**config.mk**
```make
export PLATFORM = sky130hd
export DESIGN_NAME = accum_feeder
export DESIGN_NICKNAME = d
export VERILOG_FILES = /design/src/rtl/accum_feeder.sv
export SDC_FILE = /design/constraint.sdc
export NUM_CORES = 1
export LEC_CHECK = 0
export ABC_AREA = 1
export CORE_MARGIN = 1
export CORE_UTILIZATION = 45
export DETAILED_ROUTE_END_ITERATION = 10
export PLACE_DENSITY = 0.69
export SLEW_MARGIN = 5
export SYNTH_ARGS = -nofsm -noshare
export SYNTH_HDL_FRONTEND = slang
export SYNTH_SLANG_ARGS = --single-unit
```
**constraint.sdc**
```tcl
create_clock -name clock -period 1.8 [get_ports clock]
set_input_delay 0.36 -clock clock [delete_from_list [all_inputs] [get_ports clock]]
set_output_delay 0.36 -clock clock [all_outputs]
set_load 0.02 [all_outputs]
```
**src/rtl/accum_feeder.sv**
```systemverilog
// Small valid/ready FIFO that feeds one registered increment strobe per cycle into the accumulator.
// Optional ACCUM_FEEDER_MIRROR_EN adds a mirror_sum register tracking the downstream running sum.
module accum_feeder #(
  parameter int DEPTH = 4,
  parameter int WIDTH = 8
) (
  input  logic                       clock,
  input  logic                       rst_n,
  input  logic                       in_valid,
  input  logic [WIDTH-1:0]           in_data,
  output logic                       in_ready,
  input  logic                       pause,
  input  logic                       clr_err,
  output logic                       tock_valid,
  output logic [WIDTH-1:0]           tock_arg,
  output logic [$clog2(DEPTH):0]     count,
`ifdef ACCUM_FEEDER_MIRROR_EN
  output logic                       overflow_err,
  output logic [WIDTH-1:0]           mirror_sum
`else
  output logic                       overflow_err
`endif
);

  localparam int AW = $clog2(DEPTH);
  localparam int CW = AW + 1;

  logic [WIDTH-1:0] mem [DEPTH];
  logic [AW-1:0]    wr_ptr;
  logic [AW-1:0]    rd_ptr;
  logic             push;
  logic             pop;

  // Full/empty come from count alone, so pointers may simply wrap.
  assign in_ready = rst_n && (count != CW'(DEPTH));
  assign push     = in_valid && in_ready;
  assign pop      = (count != '0) && !pause;

  always_ff @(posedge clock) begin
    if (push) begin
      mem[wr_ptr] <= in_data;
    end
  end

  always_ff @(posedge clock or negedge rst_n) begin
    if (!rst_n) begin
      wr_ptr       <= '0;
      rd_ptr       <= '0;
      count        <= '0;
      tock_valid   <= 1'b0;
      tock_arg     <= '0;
      overflow_err <= 1'b0;
    end else begin
      if (push) begin
        wr_ptr <= wr_ptr + AW'(1);
      end
      if (pop) begin
        tock_arg   <= mem[rd_ptr];
        tock_valid <= 1'b1;
        rd_ptr     <= rd_ptr + AW'(1);
      end else begin
        tock_valid <= 1'b0;
      end
      if (push && !pop) begin
        count <= count + CW'(1);
      end else if (pop && !push) begin
        count <= count - CW'(1);
      end
      // A new offence in the same cycle as a clear keeps the flag set.
      if (in_valid && !in_ready) begin
        overflow_err <= 1'b1;
      end else if (clr_err) begin
        overflow_err <= 1'b0;
      end
    end
  end

`ifdef ACCUM_FEEDER_MIRROR_EN
  always_ff @(posedge clock or negedge rst_n) begin
    if (!rst_n) begin
      mirror_sum <= '0;
    end else if (tock_valid) begin
      mirror_sum <= mirror_sum + tock_arg;
    end
  end
`endif

endmodule

```
==> run metrics <==
status complete, but fails checks; failing checks design-rule violations; Final WS setup 0.08402 ns; main combinational cell family by area after synthesis simple AND/OR/NAND/NOR gates; Setup Viol. Count Final 0; Root Driver clkbuf_8; slowest CP cell clkdlybuf4s50_1; core area 4723 um^2; CP Buf/Inv Count 1; full die area 5209 um^2; Seq cells post-synth 49; CP endpoint kind output port; Tcrit/Tclk final 95.33%; Syn Area/Cell 10.12 um^2; vias in the first global route 1261; adder-cell share of the synthesized area 3.727%; All-Layer GR Usage 16.02%; Net Sw Power 1.450 mW; CP required 1.44 ns; Final nets 281; antenna violations before repair 0; Syn-to-layout area delta 23.26%; Mapped Nets 238; Yosys cell types 22; leakage power 1.298 nW; commonest non-fill, non-tap cell in the layout nand2_1; Seq/Total Area, Yosys 62.56%; WL final 3.603 mm; Fillers 417; reg2reg setup slack 0.13 ns; Clock Power Share 15.9%; Die X 72.17 um; final hold violations 0; Synth Area in Compound Gates 0.4517%; # hold bufs at CTS 0; Multi-input gate area 603.1 um^2; first-pass GRT wire length 6.044 mm; Post-Synth Simple-Gate Area 20.44%; FP Rows 25; setup TNS 0 ns; delay-heaviest family, CP buffers and inverters; Clock Skews 0.008866 ns; most frequent cells in the layout nand2_1, inv_1, edfxtp_1; minimum clock period 1.716 ns; worst path cell trace clkdlybuf4s50_1; Peak Freq 582.8 MHz; crit path DAT 1.36 ns; WL/cell 10.92 um; power density cells 1422 nW/um^2; # clock sinks 49; Ports 27; Post-Synth XOR/XNOR Area 1.581%; PortBufs 26; P_int 2.435 mW; ANT cells 0; VDD IR max 0.6026 mV; Final GP Congestion 0.7327; total CTS buffers 5; Initial Util 46.91%; CTS tree built; Post-DP HPWL 2.632 mm; die height 72.17 um; final antenna-violating net count 0; vias per cell 4.291; worst relative slew slack 74.28%; initial DRC count 30; clock-pin transition on the worst setup and hold timing paths 0.08 ns; Critical Path Source Type flip-flop; Least-Margin Pin Slew 0.3858 ns; synthesized area 2216 um^2; FF/Latch Area 1389 um^2; share of post-route cells with drive strength above 1 17.11%; RSZ-0062 raised after global routing no; grt ovf 0; Reg power frac 42.2%; synth warn 0; Max Buffers Root-to-Sink 2; DR pass1 iterations 7; final non-filler cell area 2731 um^2; delay of the slowest critical-path stage 0.63 ns; HP Class input pin to async pin; hold slack 0.09088 ns; DRC errors left 2; Switching Share 37.32%; clock latency on the worst-skew pair 0.30 ns; pre-CTS worst setup slack -0.3057 ns; Cells after Synth 219; max-slew violations 0; htree depth 2; post-place instance area 2634 um^2; mux cell area share after synthesis 0%; largest net degree at the start of global routing 18; max_cap viols 0; Crit Path Category flip-flop to output port; Critical Path Fanout Max 3; Vias 1416; combinational share of power 41.9%
final cells by class:
class	instances	area share [%]
repair buffers	41	13.88
clock buffers	6	2.657
inverters	49	7.055
flip-flops and latches	49	50.85
well taps	67	3.069
clock inverters	2	0.4123
multi-input cells	116	22.08
power by group through the flow:
stage	logic (mW)	clock network (mW)	registers, mW
2_1_floorplan	0.972	0	1.79
3_3_place_gp	1.61	0	1.65
3_5_place_dp	1.65	0	1.66
4_1_cts	1.65	0.642	1.63
5_1_grt	1.84	0.679	1.67
6_report	1.63	0.617	1.64
cells in the mapped netlist:
cell	count	area, um^2
inv_4	1	6.260
nor2_1	4	15.01
nand3_1	16	80.08
edfxtp_1	32	960.9
inv_1	44	165.2
dfrtp_1	17	425.4
clkbuf_4	1	7.510
nor2_2	1	6.260
buf_8	1	15.01
nand4_1	2	12.51
fa_1	1	20.02
nand2_2	9	56.30
clkinv_2	1	5.000
nand3_2	2	20.02
ha_1	5	62.56
nand2_1	70	262.8
o21ai_1	2	10.01
inv_6	1	8.760
inv_2	2	7.510
xor2_1	2	17.52
buf_6	3	33.78
xnor2_1	2	17.52
worst paths after layout:
kind | from | to | depth (start not counted)
setup / recovery | count[2] | count[2] | 1
min in group clock | tock_arg[2] | tock_arg[2] | 2
hold / removal | rst_n | overflow_err | 2
setup reg to reg | count[1] | count[2] | 10
max in group asynchronous | rst_n | count[1] | 2
hold reg to reg | tock_arg[2] | tock_arg[2] | 2
metrics by stage:
| step | utilization (%) | total power [mW] | instances |
|---|---|---|---|
| final | 57.83 | 3.885 | 330 |
| after global routing | 57.83 | 4.188 | 330 |
| after CTS | 57.56 | 3.927 | 330 |
| after detailed placement | 55.76 | 3.305 | 322 |
| after global placement | 55.76 | 3.258 | 322 |
| after floorplan | - | 2.758 | 219 |
repair_timing:
| item | CTS | global route |
|---|---|---|
| endpoints found under the setup margin | 1 | 4 |
| gates resized for setup | 3 | 4 |
| pin swaps | 0 | 2 |
| buffers inserted | 0 | 0 |
registers in the layout (all words and copies together) (netlist names):
| name | count |
|---|---|
| mem | 32 |
| tock_arg | 8 |
| tock_valid | 1 |
| rd_ptr | 2 |
| overflow_err | 1 |
| count | 3 |
| wr_ptr | 2 |
per-layer routing:
metal	GRT usage, %	vias up	part of all wire (%)
li1	-	751	-
met1	20.88	637	46
met2	25.23	23	50
met3	4.583	5	2.5
met4	6.536	0	1.9
met5	0	-	0
kinds of logic (layout without fill, tap and decap cells):
kind of cell    after synthesis  count (layout)
simple gates                104             104
buf+inv                      54              98
compound gates                2               2
fa+ha+maj                     6               6
xor+xnor                      4               4
flops                        49              49
No activity file was read; power rests on OpenSTA's default activity.
